**config.mk**
```make
export PLATFORM = sky130hd
export DESIGN_NAME = hazard_fwd_unit
export DESIGN_NICKNAME = d
export VERILOG_FILES = /design/src/rtl/hazard_fwd_unit.sv
export SDC_FILE = /design/constraint.sdc
export NUM_CORES = 1
export LEC_CHECK = 0
export CORE_ASPECT_RATIO = 0.8
export CORE_MARGIN = 2
export CORE_UTILIZATION = 40
export CTS_CLUSTER_DIAMETER = 50
export DETAILED_ROUTE_END_ITERATION = 6
export GPL_TIMING_DRIVEN = 0
export PLACE_DENSITY = 0.87
export SYNTH_ARGS = -nofsm -noshare
export SYNTH_HDL_FRONTEND = slang
export SYNTH_SLANG_ARGS = --single-unit
```
**constraint.sdc**
```tcl
create_clock -name clk -period 7.4 [get_ports clk]
set_input_delay 1.48 -clock clk [delete_from_list [all_inputs] [get_ports clk]]
set_output_delay 1.48 -clock clk [all_outputs]
set_load 0.01 [all_outputs]
```
**src/rtl/hazard_fwd_unit.sv**
```systemverilog
// Hazard detection and operand forwarding for the five-stage pipeline.
// A shift-register scoreboard tracks in-flight destination registers
// behind ID. From that scoreboard the unit derives the stall, the flush
// and the forwarded rs1/rs2 values.
module hazard_fwd_unit #(
  parameter int unsigned XLEN       = 32,
  parameter int unsigned DEPTH      = 3,
  parameter int unsigned LOAD_AVAIL = 2,
  parameter int unsigned FWD_EN     = 1,
  parameter int unsigned CNT_W      = 16,
  localparam int unsigned SEL_W     = $clog2(DEPTH + 1)
) (
  input  logic               clk,
  input  logic               reset,
  input  logic               id_valid,
  input  logic [4:0]         id_rs1_addr,
  input  logic [4:0]         id_rs2_addr,
  input  logic               id_rs1_used,
  input  logic               id_rs2_used,
  input  logic [4:0]         id_rd_addr,
  input  logic               id_rf_wen,
  input  logic               id_is_load,
  input  logic [XLEN-1:0]    id_rs1_data,
  input  logic [XLEN-1:0]    id_rs2_data,
  input  logic [DEPTH*XLEN-1:0] stage_data,
  input  logic               ex_jump,
  output logic               stall,
  output logic               flush,
  output logic [SEL_W-1:0]   fwd_rs1_sel,
  output logic [SEL_W-1:0]   fwd_rs2_sel,
  output logic [XLEN-1:0]    id_rs1_fwd,
  output logic [XLEN-1:0]    id_rs2_fwd,
  output logic [CNT_W-1:0]   stall_cnt,
  output logic [CNT_W-1:0]   flush_cnt
);

  // Entry k holds the instruction k stages past ID (1 = EX).
  logic       sb_valid_q [1:DEPTH];
  logic [4:0] sb_rd_q    [1:DEPTH];
  logic       sb_load_q  [1:DEPTH];

  logic [CNT_W-1:0] stall_cnt_q, flush_cnt_q;

  logic [4:0]       src_addr [2];
  logic             src_used [2];
  logic [XLEN-1:0]  src_data [2];
  logic             src_hit  [2];
  logic             src_load [2];
  logic [SEL_W-1:0] src_k    [2];
  logic             src_haz  [2];
  logic [SEL_W-1:0] src_sel  [2];
  logic [XLEN-1:0]  src_fwd  [2];

  logic issue;

  // Youngest scoreboard match per source, hazard classification and operand mux.
  always_comb begin
    src_addr[0] = id_rs1_addr;
    src_addr[1] = id_rs2_addr;
    src_used[0] = id_rs1_used;
    src_used[1] = id_rs2_used;
    src_data[0] = id_rs1_data;
    src_data[1] = id_rs2_data;
    for (int s = 0; s < 2; s++) begin
      src_hit[s]  = 1'b0;
      src_load[s] = 1'b0;
      src_k[s]    = '0;
      // Scan oldest to youngest so the smallest matching k wins.
      for (int k = DEPTH; k >= 1; k--) begin
        if (src_used[s] && (src_addr[s] != 5'd0) && sb_valid_q[k] &&
            (sb_rd_q[k] == src_addr[s])) begin
          src_hit[s]  = 1'b1;
          src_load[s] = sb_load_q[k];
          src_k[s]    = SEL_W'(k);
        end
      end
      if (FWD_EN != 0) begin
        // Only a load whose data is not yet on stage_data blocks forwarding.
        src_haz[s] = src_hit[s] && src_load[s] && (32'(src_k[s]) < LOAD_AVAIL);
        src_sel[s] = reset ? '0 : src_k[s];
      end else begin
        // No write-through register file: every in-flight writer blocks.
        src_haz[s] = src_hit[s];
        src_sel[s] = '0;
      end
      src_fwd[s] = src_data[s];
      if (src_sel[s] != '0) begin
        src_fwd[s] = stage_data[(int'(src_sel[s]) - 1) * XLEN +: XLEN];
      end
    end
  end

  assign flush       = ~reset & ex_jump;
  assign stall       = ~reset & id_valid & ~ex_jump & (src_haz[0] | src_haz[1]);
  assign issue       = id_valid & ~stall & ~flush;
  assign fwd_rs1_sel = src_sel[0];
  assign fwd_rs2_sel = src_sel[1];
  assign id_rs1_fwd  = src_fwd[0];
  assign id_rs2_fwd  = src_fwd[1];
  assign stall_cnt   = stall_cnt_q;
  assign flush_cnt   = flush_cnt_q;

  // Scoreboard shift: ID result enters entry 1, bubble on stall/flush/idle.
  always_ff @(posedge clk) begin
    if (reset) begin
      for (int k = 1; k <= DEPTH; k++) begin
        sb_valid_q[k] <= 1'b0;
        sb_rd_q[k]    <= 5'd0;
        sb_load_q[k]  <= 1'b0;
      end
    end else begin
      for (int k = DEPTH; k >= 2; k--) begin
        sb_valid_q[k] <= sb_valid_q[k-1];
        sb_rd_q[k]    <= sb_rd_q[k-1];
        sb_load_q[k]  <= sb_load_q[k-1];
      end
      sb_valid_q[1] <= issue & id_rf_wen & (id_rd_addr != 5'd0);
      sb_rd_q[1]    <= id_rd_addr;
      sb_load_q[1]  <= id_is_load;
    end
  end

  // Saturating stall/flush statistics.
  always_ff @(posedge clk) begin
    if (reset) begin
      stall_cnt_q <= '0;
      flush_cnt_q <= '0;
    end else begin
      if (stall && (stall_cnt_q != '1)) stall_cnt_q <= stall_cnt_q + 1'b1;
      if (flush && (flush_cnt_q != '1)) flush_cnt_q <= flush_cnt_q + 1'b1;
    end
  end

endmodule

```
======== Word-level counts from Yosys, hierarchy flattened ========
Memory sizes are Yosys's and may differ from the RTL's.
Cells that the tools add are included.
storage, ports and cells
  register bits ........................... 32
  memory bits (writable) .................. 21
  input bits .............................. 183
  output and inout bits ................... 102
  word-level logic and storage cells ...... 102
  memories ................................ 3
memories
  memory      words  bits a word  rd ports  clocked after memory_dff  write ports  line  source
  sb_rd_q     3      5            3         0                         3            39    logic [4:0] sb_rd_q [1:DEPTH];
  sb_load_q   3      1            3         0                         3            40    logic sb_load_q [1:DEPTH];
  sb_valid_q  3      1            3         0                         3            38    logic sb_valid_q [1:DEPTH];
cells by class
  add/subtract/negate cells ............... 4
  magnitude comparators ................... 2
  eq/ne operators ......................... 8
  shift-type cells ........................ 2
  muxes and demuxes ....................... 34
  bitwise logic cells ..................... 22
  reduce and logical (&&, ||, !) cells .... 25
operator list
  cell                   number
  $shiftx 96x33->32      2
  $mux 32                2
  $add 16x1->16 const B  2
  $ne 16x16->1 const B   2
  $eq 5x5->1             6
  $mux 1                 21
  $logic_and 1x1->1      20
  $mux 2                 8
  $mux 5                 3
  $reduce_bool 5->1      3
  $or 1x1->1             10
  $and 1x1->1            8
  $sub 2x1->3 const B    2
  $lt 2x2->1 const B     2
  $not 1->1              4
  $reduce_bool 2->1      2

======== Longest topological paths before layout ========
Gate-level depths: netlist of the first run.
  depth after elaboration ................. 17
  depth in mapped cells ................... 15

======== Least setup slack after synthesis of the first run ========
OpenSTA, ideal clock, no wires.
  path type ............................... input to output
  from .................................... input id_rs2_addr[1]
  to ...................................... output id_rs2_fwd[1]
  arrival time ............................ 4.250 ns
  data required time ...................... 5.920 ns
  slack ................................... 1.670 ns
  stages on the path ...................... 12
  path buffers ............................ 2
  cell sequence ........................... or4_1 > o2111ai_2 > nor3_2 > or3_1 > ha_1 > clkbuf_1 > nor2b_1 > nor4b_1 > a31oi_1 > buf_2 > o21ai_0 > a221o_1
on the way
  longest elaborated chain between the ends .. 11
  elaborated cells between the ends (all ways) .. 19
  classes of those cells .................. add/sub (1); eq/ne (3); shift (1); mux (5); reduce/logical (9)
RTL lines
  item                            line  source
  from (decl)                     17    input logic [4:0] id_rs2_addr,
  $reduce_bool 5->1               70    if (src_used[s] && (src_addr[s] != 5'd0) && sb_valid_q[k] &&
  $logic_and 1x1->1 (3 in a row)  70
  $mux 2 (2 in a row)             70
  $mux 2 (*)                      70
  $mux 2 (*)                      80    src_sel[s] = reset ? '0 : src_k[s];
  $sub 2x1->3                     88    src_fwd[s] = stage_data[(int'(src_sel[s]) - 1) * XLEN +: XLEN];
  $shiftx 96x33->32               88
  $mux 32 (*)                     87    if (src_sel[s] != '0) begin
  to (decl)                       32    output logic [XLEN-1:0] id_rs2_fwd,
Every way passes the cells marked *; elsewhere a longest branch is shown, timed or not.

======== Worst setup path in the final report of the first run ========
  from .................................... input id_rs1_addr[1]
  to ...................................... output id_rs1_fwd[29]
on the way
  longest elaborated chain between the ends .. 11
  elaborated cells between the ends (all ways) .. 19
  classes of those cells .................. add/sub (1); eq/ne (3); shift (1); mux (5); reduce/logical (9)
RTL lines
  item                            line  source
  from (decl)                     16    input logic [4:0] id_rs1_addr,
  $reduce_bool 5->1               70
  $logic_and 1x1->1 (3 in a row)  70
  $mux 2 (2 in a row)             70
  $mux 2 (*)                      70
  $mux 2 (*)                      80
  $sub 2x1->3                     88
  $shiftx 96x33->32               88
  $mux 32 (*)                     87
  to (decl)                       31    output logic [XLEN-1:0] id_rs1_fwd,
Marks and branches as above.

==> results.json, run 1 <==
{
  "core_sq_um": 10800,
  "p_seq_frac": 0.355,
  "initial_utilization": 0.411,
  "maxSlewViolCount": 0,
  "finalCritPeriodShare": 0.976,
  "yosysSeqAreaShare": 0.229,
  "first_pass_iters": 4,
  "area_growth_pct": 72.9,
  "intPower_uw": 597,
  "grt_usage": 0.326,
  "p_comb_frac": 0.316,
  "crit_fanout": 10,
  "peakVddDrop_mv": 0.0961,
  "clockRootBuffer": "clkbuf_16",
  "layout.nets": 1076,
  "hold_depth": 1,
  "clockPowerShare": 0.329,
  "worst_path_most_repeated_cell": "clkdlybuf4s50_1",
  "ios": 285,
  "grt_pass1_wl_mm": 31.0,
  "yosys_warnings": 0,
  "crit_required_ns": 5.92,
  "rr_worst_depth": 9,
  "dp_hpwl_mm": 16.1,
  "switching_share": 0.257,
  "synth_top_area_share": 0.229,
  "clk_latency_ns": 0.29,
  "synth.most_common_cell": "nand2_1",
  "max-clock-path-buffers": 2,
  "dieArea_sq_um": 12000,
  "synth_cells": 596,
  "post-route-util": 0.710,
  "yosys.area_share.simple": 0.306,
  "crit_arrival_ns": 5.74,
  "ys_async_sr_fraction": 0,
  "synth-compound-area-share": 0.300,
  "hp-start": "sb_rd_q[0][13]$_SDFF_PP0_",
  "worst_pin_slew_ns": 0.674,
  "cp_slowest_cell": "or4_4",
  "worst_hold_path_type": "flop to flop",
  "detail_route.wl_per_cell_um": 19.9,
  "cts_tree": "done",
  "skew_ns": 0.00639,
  "drive_gt1_frac": 0.0652,
  "finalCriticalPeriod_ns": 7.22,
  "drt-initial-drc-count": 411,
  "die_h_um": 98.4,
  "num_rows": 34,
  "final_hold_viol_count": 0,
  "place_congestion": 0.982,
  "synth_seq_cells": 51,
  "p_leak_nw": 2.93,
  "drv_cap": 0,
  "syn_avg_cell_area_sq_um": 7.48,
  "max_freq_mhz": 138,
  "synthAdderAreaFrac": 0.0112,
  "synthXorXnorAreaFrac": 0.0923,
  "regToRegSetupSlack_ns": 4.63,
  "r2r-end": "stall_cnt[1]$_SDFFE_PP0P_",
  "fin_setup_tns_ns": 0,
  "path_cells": "clkdlybuf4s50_1 -> or4_4 -> o21ai_4 -> nor3_1 -> a21oi_4 -> clkbuf_4 -> nor2_1 -> inv_1 -> ha_1 -> clkbuf_1 -> nand2b_1 -> buf_1 -> o21ba_4 -> buf_6 -> a221o_1 -> clkdlybuf4s50_1",
  "cts_sinks": 51,
  "max_stage_delay_ns": 0.59,
  "yosys.area.top_type": "dfxtp_1",
  "wirelength_mm": 20.6,
  "io_buffers": 283,
  "vias_per_cell": 5.88,
  "clkTransAtPathRegs_ns": 0.07,
  "synth_edf_count": 0,
  "h-tree-depth": 2,
  "outcome": "completed",
  "setup_viol": 0,
  "ant_nets": 0,
  "drc": 0,
  "start_kind": "input pin",
  "grt_pass1_vias": 5945,
  "fillers": 881,
  "netlist_area_sq_um": 4460,
  "postCtsHoldBufs": 0,
  "cp-end-kind": "output pin",
  "reg2reg_from": "stall_cnt[0]$_SDFFE_PP0P_",
  "antenna_cells": 0,
  "die_w_um": 122,
  "synth_top_family_by_area": "simple AND/OR/NAND/NOR gates",
  "switching_power_uw": 207,
  "whs_ns": 0.505,
  "synth_commonest_cells": "113 x nand2_1, 62 x a221o_1, 54 x nor2b_1",
  "p_per_area_nw_per_um2": 104,
  "grt_max_degree": 17,
  "synth_area_leaders": "dfxtp_1 23%, a221o_1 14%, nand2_1 9.5%",
  "hold_end": "sb_rd_q[0][18]$_SDFF_PP0_",
  "cts_made_buffers": 5,
  "via_count": 6082,
  "antenna_found_initial": 0,
  "ys.flop_type": "dfxtp_1",
  "synth.distinct_cells": 58,
  "overflow": 0,
  "critPathKind": "input pin to output pin",
  "syn_nets": 783,
  "synthMuxAreaShare": 0.00449,
  "slew_headroom": 0.551
}
-- worst max path at each step --
stage,start,endpoint,slack (ns),depth (start not counted)
6_report,id_rs1_addr[1],id_rs1_fwd[29],0.18,16
5_1_grt,id_rs1_addr[1],id_rs1_fwd[17],-0.02,16
4_1_cts,id_rs2_addr[1],id_rs2_fwd[21],0.06,16
3_5_place_dp,reset,id_rs2_fwd[21],-0.23,15
3_3_place_gp,reset,id_rs2_fwd[21],-0.21,15
2_1_floorplan,id_rs2_addr[1],id_rs2_fwd[1],1.67,12
-- cell families after synthesis --
logic type,Yosys count
adder cells (fa/ha/maj),4
multiplexers,2
AND/OR/NAND/NOR,269
XOR/XNOR,47
AO/OA/AOI/OAI,168
buffers and inverters,55
flip-flops,51
-- worst max-delay path: cells and delay by family --
kind,cells,cell delay (ns)
buffers and inverters,7,2.06
AO/OA/AOI/OAI,4,1.08
AND/OR/NAND/NOR,4,0.98
adder cells (fa/ha/maj),1,0.14
-- final cells by class --
cell class                 instances  area (sq um)  share of cell area
multi-input combinational        490          3220               0.417
timing repair buffer             287          2860               0.371
sequential                        51          1020               0.132
buffer                            45           225              0.0292
tap                              144           180              0.0234
clock buffer                       5           125              0.0162
clock inverter                     3          43.8             0.00568
inverter                           9          33.8             0.00438
-- state kept, by name (all words and copies together) (netlist names) --
| register | cells |
|---|---|
| flush_cnt | 16 |
| stall_cnt | 16 |
| sb_rd_q | 15 |
| sb_valid_q | 3 |
| sb_load_q | 1 |
-- power by group through the flow --
stage               registers (mW)  clock network (mW)  logic (mW)
floorplan                    0.291                   0      0.0860
global placement             0.291                   0       0.245
detailed placement           0.291                   0       0.248
CTS                          0.285               0.267       0.250
global route                 0.286               0.276       0.269
finish                       0.285               0.265       0.254
-- placed cells by master, fill, tap and decap left out, types with 7 or more instances in the layout --
| cell type | n |
|---|---|
| nand4_1 | 8 |
| or3_1 | 11 |
| o21ai_0 | 40 |
| inv_1 | 8 |
| nand3_1 | 14 |
| nand2_1 | 113 |
| nor3_1 | 7 |
| xor2_1 | 20 |
| a21oi_1 | 11 |
| dfxtp_1 | 51 |
| o31ai_1 | 32 |
| nor2b_1 | 53 |
| nor2_1 | 31 |
| clkdlybuf4s50_1 | 283 |
| xnor2_1 | 27 |
| a221o_1 | 62 |
| clkbuf_1 | 17 |
| buf_2 | 15 |
-- metrics by stage --
step	worst slack (ns)	instances	total power [mW]	area [sq um]
4_1_cts	0.0641	1031	0.803	7650
3_3_place_gp	-0.206	1023	0.536	7470
5_1_grt	-0.0221	1034	0.831	7710
3_5_place_dp	-0.234	1023	0.539	7470
2_1_floorplan	1.67	596	0.377	4460
6_report	0.176	1034	0.804	7710
-- what timing repair did --
item | in CTS | in global routing
gates resized for setup | 6 | 8
pin swaps | 0 | 1
buffers inserted | 0 | 4
setup endpoints to repair | 53 | 61
-- per-layer routing --
layer / vias up / track usage / part of all wire / wire (um)
met5: - / 0 / 0 / 0
met4: 0 / 0.118 / 0.035 / 726
met3: 62 / 0.0839 / 0.091 / 1880
met2: 353 / 0.554 / 0.47 / 9750
met1: 2891 / 0.399 / 0.40 / 8270
li1: 2776 / - / - / -
(Power assumes the default switching activity.)
==> run 2, diff against run 1 <==
--- a/config.mk
+++ b/config.mk
@@ -7,11 +7,10 @@
 export LEC_CHECK = 0
 export CORE_ASPECT_RATIO = 0.8
 export CORE_MARGIN = 2
-export CORE_UTILIZATION = 40
+export CORE_UTILIZATION = 34
 export CTS_CLUSTER_DIAMETER = 50
 export DETAILED_ROUTE_END_ITERATION = 6
-export GPL_TIMING_DRIVEN = 0
-export PLACE_DENSITY = 0.87
+export PLACE_DENSITY = 0.79
 export SYNTH_ARGS = -nofsm -noshare
 export SYNTH_HDL_FRONTEND = slang
 export SYNTH_SLANG_ARGS = --single-unit
==> constraint.sdc (replaced) <==
create_clock -name clk -period 6.3 [get_ports clk]
set_input_delay 1.26 -clock clk [delete_from_list [all_inputs] [get_ports clk]]
set_output_delay 1.26 -clock clk [all_outputs]
set_load 0.01 [all_outputs]
==> results.json, run 2 (synthesized netlist as in run 1, its figures left out) <==
{
  "total_power_uw": 944,
  "core_sq_um": 12800,
  "worst_path_most_repeated_cell": "clkdlybuf4s50_1",
  "outcome": "completed",
  "fillers": 1146,
  "clk_latency_ns": 0.30,
  "rr_worst_depth": 7,
  "area_growth_pct": 79.2,
  "multi_input_area_sq_um": 3260,
  "final_hold_viol_count": 0,
  "switching_power_uw": 232,
  "p_seq_frac": 0.355,
  "final_common_cell": "clkdlybuf4s50_1",
  "intPower_uw": 711,
  "max_stage_delay_ns": 0.48,
  "peakVddDrop_mv": 0.107,
  "cts_sinks": 51,
  "antenna_found_initial": 0,
  "skew_ns": 0.00601,
  "final_cell_mix": "258 x clkdlybuf4s50_1, 113 x nand2_1, 62 x a221o_1, 53 x nor2b_1, 51 x dfxtp_1",
  "cts_tree": "done",
  "dp_hpwl_mm": 14.2,
  "p_comb_frac": 0.310,
  "p_leak_nw": 3.22,
  "crit_required_ns": 5.04,
  "ant_nets": 0,
  "drc": 0,
  "p_per_area_nw_per_um2": 118,
  "first_pass_iters": 5,
  "worst_hold_path_type": "flop to flop",
  "hold_depth": 2,
  "switching_share": 0.246,
  "cts_made_buffers": 5,
  "place_congestion": 0.904,
  "die_h_um": 106,
  "ios": 285,
  "wirelength_mm": 19.6,
  "grt_setup_unrepaired": "true",
  "worst_pin_slew_ns": 0.827,
  "regArea_sq_um": 1020,
  "dieArea_sq_um": 14000,
  "via_count": 5712,
  "grt_pass1_vias": 5665,
  "io_buffers": 284,
  "start_kind": "input pin",
  "clockPowerShare": 0.335,
  "detail_route.wl_per_cell_um": 18.6,
  "grt_max_degree": 64,
  "finalCritPeriodShare": 0.982,
  "setup_viol": 0,
  "maxSlewViolCount": 0,
  "slew_headroom": 0.449,
  "finalCriticalPeriod_ns": 6.19,
  "layout.nets": 1066,
  "clockRootBuffer": "clkbuf_16",
  "drt-initial-drc-count": 408,
  "grt_pass1_wl_mm": 29.7,
  "vias_per_cell": 5.41,
  "drive_gt1_frac": 0.0795,
  "max_freq_mhz": 162,
  "initial_utilization": 0.348,
  "h-tree-depth": 2,
  "drv_cap": 0,
  "postCtsHoldBufs": 0,
  "crit_arrival_ns": 4.93,
  "num_rows": 37,
  "antenna_cells": 0,
  "crit_fanout": 16,
  "overflow": 0,
  "cp-end-kind": "output pin",
  "path_cells": "clkdlybuf4s50_1 -> or4_4 -> o2111ai_4 -> nor3_2 -> or3_1 -> ha_1 -> nor2b_2 -> nor4b_4 -> buf_4 -> a31oi_4 -> buf_12 -> o21ai_1 -> a221o_1 -> clkdlybuf4s50_1",
  "cp_slowest_cell": "clkdlybuf4s50_1",
  "critPathKind": "input pin to output pin",
  "fin_setup_tns_ns": 0,
  "max-clock-path-buffers": 2,
  "grt_usage": 0.264,
  "clkTransAtPathRegs_ns": 0.07,
  "die_w_um": 132
}
==> run 2: cell types whose count changed in the layout (fill, tap and decap cells not counted), sizes merged <==
cell,before,now
buf,25,39
clkbuf,29,6
clkdlybuf4s50,283,258
clkinv,3,2
dlygate4sd2,0,3
dlymetal6s2s,0,22
==> run 2: final timing paths <==
kind	startpoint	end	slack [ns]
worst min register to register	stall_cnt[9]$_SDFFE_PP0P_	stall_cnt[9]$_SDFFE_PP0P_	0.51
worst min-delay path	stall_cnt[9]$_SDFFE_PP0P_	stall_cnt[9]$_SDFFE_PP0P_	0.51
worst max-delay path	id_rs2_addr[4]	id_rs2_fwd[11]	0.11
worst max register to register	stall_cnt[0]$_SDFFE_PP0P_	stall_cnt[1]$_SDFFE_PP0P_	3.93
==> run 2: layout make-up <==
type                       count  share of cell area
inverter                       9             0.00423
sequential                    51               0.128
clock inverter                 2             0.00438
clock buffer                   6              0.0174
tap                          175              0.0274
multi-input combinational    490               0.408
timing repair buffer         322               0.411
==> run 2: metrics by stage <==
| stage | cells | setup slack [ns] | area (sq um) | util | hold WS, ns |
|---|---|---|---|---|---|
| floorplan | 596 | 1.01 | 4460 | - | 0.460 |
| global placement | 1042 | -0.0127 | 7620 | 0.594 | 0.487 |
| detailed placement | 1042 | -0.116 | 7620 | 0.594 | 0.492 |
| CTS | 1053 | 0.0435 | 7900 | 0.616 | 0.505 |
| global route | 1055 | -0.00423 | 7990 | 0.623 | 0.526 |
| finish | 1055 | 0.113 | 7990 | 0.623 | 0.506 |
==> run 2: power groups by stage <==
stage	clock network, mW	logic (mW)	registers [mW]
5_1_grt	0.335	0.314	0.335
2_1_floorplan	0	0.101	0.341
4_1_cts	0.321	0.292	0.335
3_3_place_gp	0	0.288	0.342
6_report	0.316	0.293	0.335
3_5_place_dp	0	0.289	0.342
==> run 2: timing repair <==
action	4_1_cts	5_1_grt
pin swaps	1	0
cloned	2	0
gates resized for setup	11	31
buffers inserted	1	2
endpoints found under the setup margin	31	39
==> run 2: worst max-delay path, delay by kind of cell <==
family          cells  cell delay [ns]
fa+ha+maj           1             0.32
buf+inv             4             1.29
simple gates        5             1.23
compound gates      4             0.82
==> run 2: routing by layer <==
layer / part of all wire / track usage / vias up / routed length, um
li1: - / - / 2752 / -
met2: 0.46 / 0.438 / 277 / 9090
met1: 0.43 / 0.331 / 2637 / 8340
met3: 0.087 / 0.0768 / 46 / 1700
met4: 0.023 / 0.0784 / 0 / 456
met5: 0 / 0 / - / 0
